==> config.mk <==
export PLATFORM = sky130hd
export DESIGN_NAME = hiscore_uploader
export DESIGN_NICKNAME = d
export VERILOG_FILES = /design/src/rtl/hiscore_pkg.sv /design/src/rtl/hiscore_req_buf.sv /design/src/rtl/hiscore_uploader.sv
export SDC_FILE = /design/constraint.sdc
export NUM_CORES = 1
export LEC_CHECK = 0
export ABC_CLOCK_PERIOD_IN_PS = 2400
export CAP_MARGIN = 0
export CELL_PAD_IN_SITES_DETAIL_PLACEMENT = 1
export CELL_PAD_IN_SITES_GLOBAL_PLACEMENT = 2
export CORE_ASPECT_RATIO = 1.2
export CORE_UTILIZATION = 30
export DETAILED_ROUTE_END_ITERATION = 7
export PLACE_DENSITY = 0.77
export SKIP_CTS_REPAIR_TIMING = 1
export SLEW_MARGIN = 10
export SYNTH_ARGS = -nofsm -noshare
export SYNTH_HDL_FRONTEND = slang
export SYNTH_SLANG_ARGS = --single-unit
export TNS_END_PERCENT = 50
==> constraint.sdc <==
create_clock -name clk_sys -period 2.4 [get_ports clk_sys]
set_input_delay 0.72 -clock clk_sys [delete_from_list [all_inputs] [get_ports clk_sys]]
set_output_delay 0.72 -clock clk_sys [all_outputs]
set_load 0.02 [all_outputs]
==> src/rtl/hiscore_pkg.sv <==
// rtl/hiscore_pkg.sv - shared types and constants for the hiscore upload responder
package hiscore_pkg;

    typedef enum logic [2:0] {
        S_IDLE,
        S_ARM,
        S_READY,
        S_FETCH,
        S_CAPTURE
    } state_t;

    localparam logic [7:0] FILL_BYTE = 8'hFF;
    localparam int         IOCTL_AW  = 25;

    // The ack timer only has to count 0 .. timeout-1.
    function automatic int timer_width(input int unsigned timeout);
        return (timeout > 1) ? $clog2(timeout) : 1;
    endfunction

endpackage

==> src/rtl/hiscore_req_buf.sv <==
// rtl/hiscore_req_buf.sv - one-entry pending ioctl read latch with overrun detect
module hiscore_req_buf
    import hiscore_pkg::*;
(
    input  logic                clk,
    input  logic                reset,
    input  logic                clr,
    input  logic                push,
    input  logic [IOCTL_AW-1:0] push_addr,
    input  logic                pop,
    output logic                valid,
    output logic [IOCTL_AW-1:0] addr,
    output logic                overrun
);

    // A push into a full entry that is not being drained this cycle is lost.
    assign overrun = push & valid & ~pop & ~clr;

    always_ff @(posedge clk or posedge reset) begin
        if (reset) begin
            valid <= 1'b0;
            addr  <= '0;
        end else if (clr) begin
            valid <= 1'b0;
        end else if (push && (!valid || pop)) begin
            valid <= 1'b1;
            addr  <= push_addr;
        end else if (pop) begin
            valid <= 1'b0;
        end
    end

endmodule

==> src/rtl/hiscore_uploader.sv <==
// rtl/hiscore_uploader.sv - serves HPS ioctl upload reads from a paused game RAM window
module hiscore_uploader
    import hiscore_pkg::*;
#(
    parameter int              AW          = 11,
    parameter logic [AW-1:0]   BASE        = '0,
    parameter int              SIZE        = 256,
    parameter int              RD_LAT      = 1,
    parameter logic [15:0]     ACK_TIMEOUT = 16'd4096
) (
    input  logic                clk_sys,
    input  logic                reset,
    input  logic                ioctl_upload,
    input  logic                ioctl_rd,
    input  logic [IOCTL_AW-1:0] ioctl_addr,
    output logic [7:0]          ioctl_din,
    output logic                pause_req,
    input  logic                pause_ack,
    output logic [AW-1:0]       ram_addr,
    output logic                ram_rd,
    input  logic [7:0]          ram_dout,
    output logic                busy,
    output logic                err_timeout,
    output logic                err_overrun
);

    localparam int            TW       = timer_width(int'(ACK_TIMEOUT));
    localparam logic [TW-1:0] TMR_LAST = TW'(ACK_TIMEOUT - 16'd1);
    localparam logic [1:0]    LAT_LAST = 2'(RD_LAT - 1);

    state_t              state;
    logic                upload_q;
    logic [TW-1:0]       timer;
    logic [1:0]          lat_cnt;
    logic                fetch_in_range;

    logic                rd_ok;
    logic                pend_valid;
    logic [IOCTL_AW-1:0] pend_addr;
    logic                pend_push;
    logic                pend_pop;
    logic                pend_overrun;
    logic [IOCTL_AW-1:0] req_addr;
    logic                req_in_range;

    assign rd_ok = ioctl_rd & ioctl_upload;

    // In READY a live strobe goes straight to FETCH unless an older request is
    // queued; then the older one is fetched and the new one takes its slot.
    assign pend_pop  = (state == S_READY) & pend_valid;
    assign pend_push = rd_ok & ((state == S_ARM) | (state == S_FETCH) |
                                (state == S_CAPTURE) | pend_pop);

    assign req_addr     = pend_valid ? pend_addr : ioctl_addr;
    assign req_in_range = req_addr < IOCTL_AW'(SIZE);

    assign busy = pend_valid | (state == S_FETCH) | (state == S_CAPTURE);

    hiscore_req_buf u_req_buf (
        .clk       (clk_sys),
        .reset     (reset),
        .clr       (~ioctl_upload),
        .push      (pend_push),
        .push_addr (ioctl_addr),
        .pop       (pend_pop),
        .valid     (pend_valid),
        .addr      (pend_addr),
        .overrun   (pend_overrun)
    );

    always_ff @(posedge clk_sys or posedge reset) begin
        if (reset) begin
            state          <= S_IDLE;
            upload_q       <= 1'b0;
            timer          <= '0;
            lat_cnt        <= '0;
            fetch_in_range <= 1'b0;
            pause_req      <= 1'b0;
            ram_rd         <= 1'b0;
            ram_addr       <= '0;
            ioctl_din      <= FILL_BYTE;
            err_timeout    <= 1'b0;
            err_overrun    <= 1'b0;
        end else begin
            upload_q <= ioctl_upload;
            ram_rd   <= 1'b0;
            if (pend_overrun)
                err_overrun <= 1'b1;

            if (!ioctl_upload) begin
                state     <= S_IDLE;
                pause_req <= 1'b0;
            end else begin
                case (state)
                    S_IDLE: begin
                        if (!upload_q) begin
                            state       <= S_ARM;
                            pause_req   <= 1'b1;
                            err_timeout <= 1'b0;
                            err_overrun <= 1'b0;
                            timer       <= '0;
                        end
                    end
                    S_ARM: begin
                        if (pause_ack) begin
                            state <= S_READY;
                        end else if (timer == TMR_LAST) begin
                            state       <= S_READY;
                            err_timeout <= 1'b1;
                        end else begin
                            timer <= timer + 1'b1;
                        end
                    end
                    S_READY: begin
                        if (rd_ok || pend_valid) begin
                            state          <= S_FETCH;
                            lat_cnt        <= '0;
                            fetch_in_range <= req_in_range;
                            if (req_in_range) begin
                                ram_addr <= BASE + req_addr[AW-1:0];
                                ram_rd   <= 1'b1;
                            end
                        end
                    end
                    S_FETCH: begin
                        if (!fetch_in_range) begin
                            ioctl_din <= FILL_BYTE;
                            state     <= S_READY;
                        end else if (lat_cnt == LAT_LAST) begin
                            state <= S_CAPTURE;
                        end else begin
                            lat_cnt <= lat_cnt + 2'd1;
                        end
                    end
                    S_CAPTURE: begin
                        ioctl_din <= ram_dout;
                        state     <= S_READY;
                    end
                    default: state <= S_IDLE;
                endcase
            end
        end
    end

endmodule
==> impl_metrics.toml <==
[floorplanning]
die-area_um2 = 11250
die-width_um = 97.01
coreArea_um2 = 10520
pin_count = 62
num_rows = 41
start_util = 0.3090
die_h_um = 116.0

[cells_and_area]
drive_above_1_share = 0.2528
mostFrequentLayoutCells = "60 x dfrtp_1, 60 x clkdlybuf4s50_1, 25 x nor2_1"
nFillCells = 1112
multiInputGateArea_um2 = 1445
regArea_um2 = 1712
final_area_um2 = 4438
num_antenna_cells = 0
nNetsFinal = 392
area_growth_pct = 36.58

[setup_path]
critical_path_buf_inv_count = 2
r2r_start = "state[0]"
cp-startpoint = "ioctl_upload"
crit_required_ns = 2.61
cp.arrival_ns = 2.44
critPathTopFamily = "buffers and inverters"
critPathLaunchType = "input pin"
cp_slowest_cell = "clkdlybuf4s50_1"
slowest_delay_ns = 0.53
worstSetupPathType = "input pin to flop"
endpoint_kind = "flop"
crit_fanout = 10
crit_chain = "clkdlybuf4s50_1 -> nand2b_1 -> nor2_1 -> nand4_1 -> o22ai_2 -> buf_12 -> mux2_1"

[yosys]
syn_area_per_cell_um2 = 12.03
syn_nets = 310
synth_warnings = 0
yosysSeqAreaShare = 0.5268
syn_area_um2 = 3249
synth_mux_area_frac = 0.1748
synth-compound-area-share = 0.08702
synth.ff_latch_count = 68
synth_top_family_by_area = "multiplexers"
synth_ff_type = "dfrtp_1"
synth-edff-count = 0
synthAdderAreaFrac = 0.007701
synth.distinct_cells = 54
synthArstFlopShare = 1.000
netlist_instances = 270
synth_simple_gate_area_frac = 0.1482
synthXorXnorAreaFrac = 0.02426

[clock_tree]
htree_levels = 3
worst_skew_pair.late_latency_ns = 0.33
cts_num_sinks = 68
numCtsBuffers = 9
clockBufferDepth = 2
clkTransAtPathRegs_ns = 0.05
cts_tree = "done"
root_buffer = "clkbuf_16"

[global_routing]
grt_pass1_wl_um = 13050
grt_pass1_vias = 2627
grt_overflow = 0
grt_usage = 0.1493
grt_antenna_before_repair = 0
grt_max_degree = 69

[sta]
worstMarginPinSlew_ns = 0.6570
fmax_mhz = 448.5
setup_viol_count_final = 0
maxSlewHeadroom = 0.5586
skew_ns = 0.003701
rsz0062_at_grt = "no"
fin_crit_ns = 2.229
slew_viol_final = 0
fin_crit_sh = 0.9290
hold_viol = 0
setup_ws_ns = 0.1705

[placement]
io_buffer_count = 61
dp_slack_ns = -0.1769
dpl_cell_area_um2 = 4156
place_congestion = 0.7224
hpwlAfterDp_um = 5354

[power_and_ir_drop]
power_density_nw_per_um2 = 854.2
leakage_nw = 1.951
ir_worst_vdd_mv = 0.3922

[drt]
dr.first_iter.drc_count = 36
drtAntennaViolNets = 0
route.detailed.drc = 0
vias_per_cell = 4.915
wl_um = 7615
vias = 2384
wl_per_cell_um = 15.70
drt_pre_antenna_iters = 4

[job]
drv_cap = 0

[outcome]
status = "finished, final reports clean"

[worst_hold_path]
min_from = "ram_addr[1]"
hp-class = "flop to flop"
-- worst register-to-register path, stage by stage, from the launching register on --
cell,delay (ns)
dfrtp_1,0.43
buf_4,0.20
nand2b_1,0.16
nor2_1,0.22
nand4_1,0.15
o22ai_2,0.24
buf_12,0.16
mux2_1,0.32
-- cell type report --
| type | instances | share of cell area |
|---|---|---|
| Clock buffer | 13 | 0.05864 |
| Timing Repair Buffer | 83 | 0.1838 |
| Sequential cell | 68 | 0.3857 |
| Clock inverter | 2 | 0.002255 |
| Tap cell | 129 | 0.03637 |
| Multi-Input combinational cell | 182 | 0.3256 |
| Inverter | 8 | 0.007612 |
-- per-stage QoR --
stage	hold slack, ns	total power [mW]	TNS, ns	utilization	instances
3_5_place_dp	0.4751	2.595	-1.766	0.3952	470
4_1_cts	0.4977	3.849	-0.1838	0.4209	485
6_report	0.4889	3.791	0	0.4220	485
3_3_place_gp	0.4751	2.553	-1.161	0.3952	470
5_1_grt	0.5151	3.992	0	0.4220	485
2_1_floorplan	0.4658	2.210	0	-	270
-- state kept, by name, indices dropped and copies added, names as in the netlist --
register and cells:
ram_rd 1, ram_addr 11, ioctl_din 8, timer 12, err_overrun 1, u_req_buf.addr 25
u_req_buf.valid 1, state 3, fetch_in_range 1, err_timeout 1, pause_req 1, upload_q 1
lat_cnt 2
-- path summary, 6_finish.rpt --
| kind | end | depth (start not counted) | slack [ns] |
|---|---|---|---|
| hold reg to reg | ram_addr[1] | 1 | 0.49 |
| setup reg to reg | ram_addr[2] | 7 | 0.40 |
| min in group asynchronous | u_req_buf.addr[19] | 3 | 0.83 |
| max in group asynchronous | ioctl_din[1] | 3 | 1.25 |
| setup / recovery | ram_addr[2] | 7 | 0.17 |
| hold / removal | ram_addr[1] | 1 | 0.49 |
-- cell usage after synthesis, types with 2 or more instances --
cell type / number / area (um^2)
dfrtp_1: 60 / 1501
nor2_1: 26 / 97.59
mux2_4: 20 / 300.3
nand2_1: 15 / 56.30
mux2_2: 14 / 157.7
nand3_1: 13 / 65.06
dfstp_2: 8 / 210.2
mux2_1: 8 / 90.09
nor4_1: 8 / 50.05
o22a_1: 8 / 70.07
inv_1: 7 / 26.28
a21oi_1: 6 / 30.03
nand4_1: 6 / 37.54
xor2_1: 6 / 52.55
clkbuf_1: 5 / 18.77
o21ai_0: 5 / 25.02
nor3_1: 4 / 20.02
buf_2: 3 / 15.01
buf_6: 3 / 33.78
nand2b_1: 3 / 18.77
or3_1: 3 / 18.77
xnor2_1: 3 / 26.28
and3_1: 2 / 12.51
ha_1: 2 / 25.02
mux2i_1: 2 / 20.02
or2_2: 2 / 12.51
-- cell families after synthesis --
logic type | after synthesis
adder cells (fa/ha/maj) | 2
multiplexers | 44
AND/OR/NAND/NOR | 92
AO/OA/AOI/OAI | 35
XOR/XNOR | 9
flip-flops | 68
buffers and inverters | 20
-- metal layers --
layer  global-route usage  share of wire  vias to the layer above
li1                     -              -                     1137
met1               0.1844           0.45                     1182
met2               0.2488           0.49                       55
met3              0.03800          0.046                       10
met4              0.06567          0.016                        0
met5                    0              0                        -
-- power breakdown --
part,total [mW],internal (mW),switching [mW]
Clock,1.22,0.747,0.475
Sequential,1.64,1.47,0.169
Combinational,0.930,0.553,0.377
Total,3.79,2.77,1.02
(Power assumes the default switching activity.)
